===== config.mk =====
export PLATFORM = sky130hd
export DESIGN_NAME = mbist_march_ctrl
export DESIGN_NICKNAME = d
export VERILOG_FILES = /design/src/rtl/mbist_march_ctrl_pkg.sv /design/src/rtl/mbist_addr_gen.sv /design/src/rtl/mbist_march_ctrl.sv
export SDC_FILE = /design/constraint.sdc
export NUM_CORES = 1
export LEC_CHECK = 0
export CORE_MARGIN = 2
export CORE_UTILIZATION = 52
export DETAILED_ROUTE_END_ITERATION = 12
export PLACE_DENSITY = 0.86
export SKIP_LAST_GASP = 1
export SLEW_MARGIN = 30
export SYNTH_ARGS = -nofsm -noshare
export SYNTH_HDL_FRONTEND = slang
export SYNTH_SLANG_ARGS = --single-unit
export TNS_END_PERCENT = 5

===== constraint.sdc =====
create_clock -name clk -period 2.4 [get_ports clk]
set_input_delay 0.48 -clock clk [delete_from_list [all_inputs] [get_ports clk]]
set_output_delay 0.48 -clock clk [all_outputs]
set_load 0.005 [all_outputs]

===== src/rtl/mbist_march_ctrl_pkg.sv =====
// Shared MBIST definitions: march controller state encoding and default
// element/operation counts.
package mbist_march_ctrl_pkg;

    localparam int unsigned BIST_OP_SIZE = 4;
    localparam int unsigned BIST_STI_CNT = 5;
    localparam int unsigned BIST_STI_WD  = $clog2(BIST_STI_CNT);

    typedef enum logic [2:0] {
        ST_IDLE,
        ST_INIT,
        ST_RUN,
        ST_REPAIR,
        ST_DONE
    } mbist_state_e;

endpackage


===== src/rtl/mbist_addr_gen.sv =====
// Loadable up/down test-address counter with an element-boundary flag.
module mbist_addr_gen #(
    parameter int unsigned                 BIST_ADDR_WD    = 9,
    parameter logic [BIST_ADDR_WD-1:0]     BIST_ADDR_START = 9'h000,
    parameter logic [BIST_ADDR_WD-1:0]     BIST_ADDR_END   = 9'h1F8
) (
    input  logic                    clk,
    input  logic                    rst,
    input  logic                    load,
    input  logic                    step,
    input  logic                    up,
    output logic [BIST_ADDR_WD-1:0] addr,
    output logic                    at_bound
);

    logic [BIST_ADDR_WD-1:0] addr_q;
    logic [BIST_ADDR_WD-1:0] addr_d;

    always_comb begin
        addr_d = addr_q;
        if (load) begin
            addr_d = up ? BIST_ADDR_START : BIST_ADDR_END;
        end else if (step) begin
            addr_d = up ? addr_q + 1'b1 : addr_q - 1'b1;
        end
    end

    always_ff @(posedge clk or posedge rst) begin
        if (rst) begin
            addr_q <= BIST_ADDR_START;
        end else begin
            addr_q <= addr_d;
        end
    end

    assign addr     = addr_q;
    assign at_bound = up ? (addr_q == BIST_ADDR_END) : (addr_q == BIST_ADDR_START);

endmodule


===== src/rtl/mbist_march_ctrl.sv =====
// March-test sequencing FSM: steps elements and addresses, handles element
// repeat and repair-driven re-runs, and keeps sticky done/correct/error status.
module mbist_march_ctrl #(
    parameter int unsigned             BIST_ADDR_WD    = 9,
    parameter logic [BIST_ADDR_WD-1:0] BIST_ADDR_START = 9'h000,
    parameter logic [BIST_ADDR_WD-1:0] BIST_ADDR_END   = 9'h1F8,
    parameter int unsigned             BIST_STI_CNT    = mbist_march_ctrl_pkg::BIST_STI_CNT,
    parameter int unsigned             BIST_OP_SIZE    = mbist_march_ctrl_pkg::BIST_OP_SIZE
) (
    input  logic                            clk,
    input  logic                            rst,
    input  logic                            bist_start,
    input  logic                            scan_shift,
    input  logic                            last_op,
    input  logic                            op_updown,
    input  logic                            op_repeatflag,
    input  logic                            cmp_err,
    input  logic                            repair_ok,
    output logic                            run,
    output logic                            re_init,
    output logic [$clog2(BIST_STI_CNT)-1:0] sti_idx,
    output logic [BIST_ADDR_WD-1:0]         bist_addr,
    output logic                            bist_done,
    output logic                            bist_correct,
    output logic                            bist_error
);

    import mbist_march_ctrl_pkg::*;

    localparam int unsigned STI_WD = $clog2(BIST_STI_CNT);

    // The operation count only sizes the external selector; reject degenerate builds.
    if (BIST_OP_SIZE == 0 || BIST_STI_CNT < 2) begin : g_bad_param
        $error("mbist_march_ctrl: BIST_OP_SIZE must be >0 and BIST_STI_CNT >=2");
    end

    mbist_state_e      state_q, state_d;
    logic [STI_WD-1:0] sti_q, sti_d;
    logic              repeat_pass_q, repeat_pass_d;
    logic              done_q, done_d;
    logic              correct_q, correct_d;
    logic              error_q, error_d;
    logic              addr_load;
    logic              addr_step;
    logic              at_bound;

    always_comb begin
        state_d       = state_q;
        sti_d         = sti_q;
        repeat_pass_d = repeat_pass_q;
        done_d        = done_q;
        correct_d     = correct_q;
        error_d       = error_q;
        addr_load     = 1'b0;
        addr_step     = 1'b0;
        if (!scan_shift) begin
            case (state_q)
                ST_IDLE, ST_DONE: begin
                    if (bist_start) begin
                        state_d       = ST_INIT;
                        sti_d         = '0;
                        repeat_pass_d = 1'b0;
                        done_d        = 1'b0;
                        correct_d     = 1'b0;
                        error_d       = 1'b0;
                    end
                end
                ST_INIT: begin
                    addr_load = 1'b1;
                    state_d   = ST_RUN;
                end
                ST_RUN: begin
                    // An error on the last op blocks the advance so the address re-runs.
                    if (cmp_err && repair_ok) begin
                        state_d   = ST_REPAIR;
                        correct_d = 1'b1;
                    end else if (cmp_err) begin
                        state_d = ST_DONE;
                        error_d = 1'b1;
                        done_d  = 1'b1;
                    end else if (last_op) begin
                        if (!at_bound) begin
                            addr_step = 1'b1;
                        end else if (op_repeatflag && !repeat_pass_q) begin
                            repeat_pass_d = 1'b1;
                            state_d       = ST_INIT;
                        end else if (sti_q == STI_WD'(BIST_STI_CNT - 1)) begin
                            state_d = ST_DONE;
                            done_d  = 1'b1;
                        end else begin
                            sti_d         = sti_q + 1'b1;
                            repeat_pass_d = 1'b0;
                            state_d       = ST_INIT;
                        end
                    end
                end
                ST_REPAIR: begin
                    state_d = ST_RUN;
                end
                default: begin
                    state_d = ST_IDLE;
                end
            endcase
        end
    end

    always_ff @(posedge clk or posedge rst) begin
        if (rst) begin
            state_q       <= ST_IDLE;
            sti_q         <= '0;
            repeat_pass_q <= 1'b0;
            done_q        <= 1'b0;
            correct_q     <= 1'b0;
            error_q       <= 1'b0;
        end else begin
            state_q       <= state_d;
            sti_q         <= sti_d;
            repeat_pass_q <= repeat_pass_d;
            done_q        <= done_d;
            correct_q     <= correct_d;
            error_q       <= error_d;
        end
    end

    mbist_addr_gen #(
        .BIST_ADDR_WD    (BIST_ADDR_WD),
        .BIST_ADDR_START (BIST_ADDR_START),
        .BIST_ADDR_END   (BIST_ADDR_END)
    ) u_addr_gen (
        .clk      (clk),
        .rst      (rst),
        .load     (addr_load),
        .step     (addr_step),
        .up       (op_updown),
        .addr     (bist_addr),
        .at_bound (at_bound)
    );

    assign run          = !scan_shift && (state_q == ST_RUN);
    assign re_init      = !scan_shift && (state_q == ST_REPAIR);
    assign sti_idx      = sti_q;
    assign bist_done    = done_q;
    assign bist_correct = correct_q;
    assign bist_error   = error_q;

endmodule


==> impl_results.md <==
- Status: completed
- CTS tree: done
- Number of setup violations in the final report: 0
- Setup CP Type: input pin to flip-flop
- Initial standard-cell utilization of the core: 54.3%
- Share of synthesized flip-flops with an asynchronous set or reset: 100%
- Post-Route Skew: 0.0102 ns
- Number of nets produced by synthesis: 188
- Critical-path maximum fanout: 5
- Die outline height: 57.4 um
- Number of antenna violations at the first check in global routing: 0
- Ranking of synthesized cells by area: dfrtp_1 (32%), ha_1 (7.6%), o21ai_0 (3.4%)
- Dpl hpwl: 3.28 mm
- Worst-margin pin slew: 0.730 ns
- Post-placement cell count: 251
- Die outline area: 3300 um^2
- Count of cell types in the netlist: 45
- Vias in the first global route: 1604
- Path type of the worst min-delay path: flip-flop to flip-flop
- Floorplan row count: 19
- Layout Nets: 244
- Yosys synthesis warning count: 0
- Met1 layer wirelength in the final routing: 1.76 mm
- Number of buffers on the longest clock path: 2
- Overall power: 2.12 mW
- Sum of routed wire length over all layers: 4.17 mm
- Ordered cell list for the critical path: dlygate4sd2_1 > buf_4 > or4_4 > nor4_4 > o211ai_2 > a31o_1 > mux2_4
- Worst setup slack for register-to-register paths: 0.23 ns
- Synth Area per Inst: 8.79 um^2
- Overall routing resource usage: 27.7%
- Number of clock buffers inserted by TritonCTS: 3
- Max Slew Vio Count: 0
- Layout overhead on the synthesized area: 36.6%
- Share of the yosys chip area belonging to registers: 32.0%
- Cell at the slowest stage of the critical path: or4_4
- Delay of the slowest cell on the worst path: 0.53 ns
- Peak ir drop on the vdd network: 704 uV
- Non-Filler Instances: 255
- Total count of hold-check failures in the final report: 0
- Sinks on Clock Net: 19
- CTS clk-pin slew, worst paths: 0.11 ns
- Wire length of the first global-routing pass: 7.23 mm
- Total gr overflow: 0
- Power density relative to cell area: 1050 nW/um^2
- Clock insertion delay at the later pin of the skew report: 0.30 ns
- Number of top-level pins: 26
- Startpoint type of the worst setup path: input pin
- Primary flip-flop cell chosen by synthesis mapping: dfrtp_1
- GP Congestion: 0.944
- RSZ-0062 raised after global routing: false
- Data arrival time at the worst-slack endpoint: 2.41 ns
- Core Area: 2730 um^2
- Total iterations of the first detailed-routing run: 4
- Number of routed nets with antenna violations: 0
- Buf+Inv Stages, Crit Path: 2
- Final Critical Period: 2.22 ns
- Synthesis-stage register bit count: 19
- Cell at the root of the clock tree: clkbuf_4
- Fraction of post-synthesis cell area in the top cell type by area: 32.0%
- Number of vias after detailed routing: 1634
- Slew headroom: 51.3%
- Final worst path period share: 92.6%
- Proportion of layout cells with a drive suffix above 1: 20.5%
- Pin count of the biggest net entering global routing: 20
- Max capacitance violation total: 0
- Buffers on Ports: 25
- DR iter-0 viols: 70
- Critical Path End Type: flip-flop
- Post-route DRC: 0
- Cell taking the most area after synthesis: dfrtp_1
- Number of levels the H-tree was split into: 1
- Per-cell routed wire length: 16.4 um
- Antenna diodes: 0
- Max layer used: met4
- Total standard cell area after synthesis: 1490 um^2
- Required time of the critical path: 2.59 ns
- Gate family responsible for the most delay along the worst path: simple AND/OR/NAND/NOR gates
- Count of flip-flops with a built-in enable after synthesis: 0
- Number of fill cells in the layout: 206
- Post-synthesis cell count: 169
- Maximum clock frequency: 450 MHz
- Via count normalized by instance count: 6.41
- Leakage Power: 0.895 nW
- Met3 Routed Length: 316 um
- Detail Route met2 WL: 2.03 mm
- Die width: 57.4 um
[timing repair]
action | CTS | global route
endpoints found under the setup margin | 1 | 1
pin swaps | 2 | 1
resized for setup | 5 | 2
buffers inserted | 0 | 0
hold buffers | 0 | 0
endpoints found under the hold margin | 0 | 0
[Yosys cell counts, types with 3 or more instances]
library cell	number
a211oi_1	5
a21o_1	5
a21oi_1	9
a31oi_1	6
and3_1	4
clkbuf_1	4
dfrtp_1	19
ha_1	9
inv_1	10
mux2i_1	3
nand2_1	13
nand3_1	9
nand4_1	4
nor2_1	12
nor3_1	4
o2111ai_1	5
o211ai_1	4
o21ai_0	10
or3_1	3
[power breakdown]
| part | leakage [nW] | internal [mW] | switching (mW) |
|---|---|---|---|
| Sequential | 0.239 | 0.435 | 0.197 |
| Combinational | 0.638 | 0.709 | 0.615 |
| Clock | 0.0177 | 0.0621 | 0.101 |
[state kept, by name (all words and copies together) (netlist names)]
name and cells:
u_addr_gen.addr 9, state_q 3, sti_idx 3, bist_correct 1, bist_done 1, bist_error 1
repeat_pass_q 1
[worst paths after layout]
kind,start,endpoint,cells after the start
max,op_updown,state_q[0],7
min,repeat_pass_q,repeat_pass_q,1
max reg2reg,u_addr_gen.addr[5],u_addr_gen.addr[8],6
min reg2reg,repeat_pass_q,repeat_pass_q,1
max in group asynchronous,rst,state_q[0],2
min in group asynchronous,rst,sti_idx[0],2
[cell families (layout without fill, tap and decap cells)]
logic type	Yosys count	after routing	synth area share, %
DFF	19	19	32.0
AOI/OAI and AO/OA	59	59	27.7
muxes	4	4	3.03
and+or+nand+nor	60	60	23.0
adders and majority gates	10	10	8.93
xor gates and xnor gates	3	3	1.77
buffers and inverters	14	69	3.54
[metal layers]
metal  GRT usage [%]  up-vias
li1                -      756
met1            36.9      782
met2            44.3       84
met3            7.48       12
met4            7.64        0
met5               0        -
[worst register-to-register path, cell delays in order, from the launching register on]
cell and delay [ns]:
dfrtp_1 0.47, ha_1 0.32, or2_2 0.29, and3_1 0.20, a2111o_1 0.42, a211oi_2 0.24
o211ai_1 0.12
[placed cells by master (no fill, tap or decap), types with 4 or more instances in the layout]
cell / instances
nand2_1: 13
clkdlybuf4s50_1: 23
o21ai_0: 9
a31oi_1: 6
a21oi_1: 9
nor3_1: 4
nand3_1: 9
o2111ai_1: 5
nor2_1: 11
buf_4: 30
dfrtp_1: 19
a21o_1: 5
and3_1: 4
inv_1: 9
nand4_1: 4
o211ai_1: 4
ha_1: 9
[per-stage QoR]
step / worst slack [ns] / setup TNS (ns) / hold WS, ns / instance area, um^2 / utilization, %
after floorplan: 0.0599 / 0 / 0.431 / 1490 / -
after global placement: -0.361 / -3.24 / 0.467 / 1990 / 72.8
after detailed placement: -0.473 / -4.01 / 0.483 / 1990 / 72.8
after CTS: 0.0640 / 0 / 0.519 / 2020 / 74.0
after global routing: 0.103 / 0 / 0.539 / 2030 / 74.2
final: 0.178 / 0 / 0.509 / 2030 / 74.2
[area by class of cell]
cell class	instances	area, um^2	area share [%]
Clock buffer	3	22.5	1.11
Clock inverter	1	5.00	0.247
Tap cell	31	38.8	1.91
Inverter	10	37.5	1.85
Sequential cell	19	475	23.4
Timing Repair Buffer	55	477	23.5
Multi-Input combinational cell	136	972	47.9
Power figures use the tool's default switching activity.
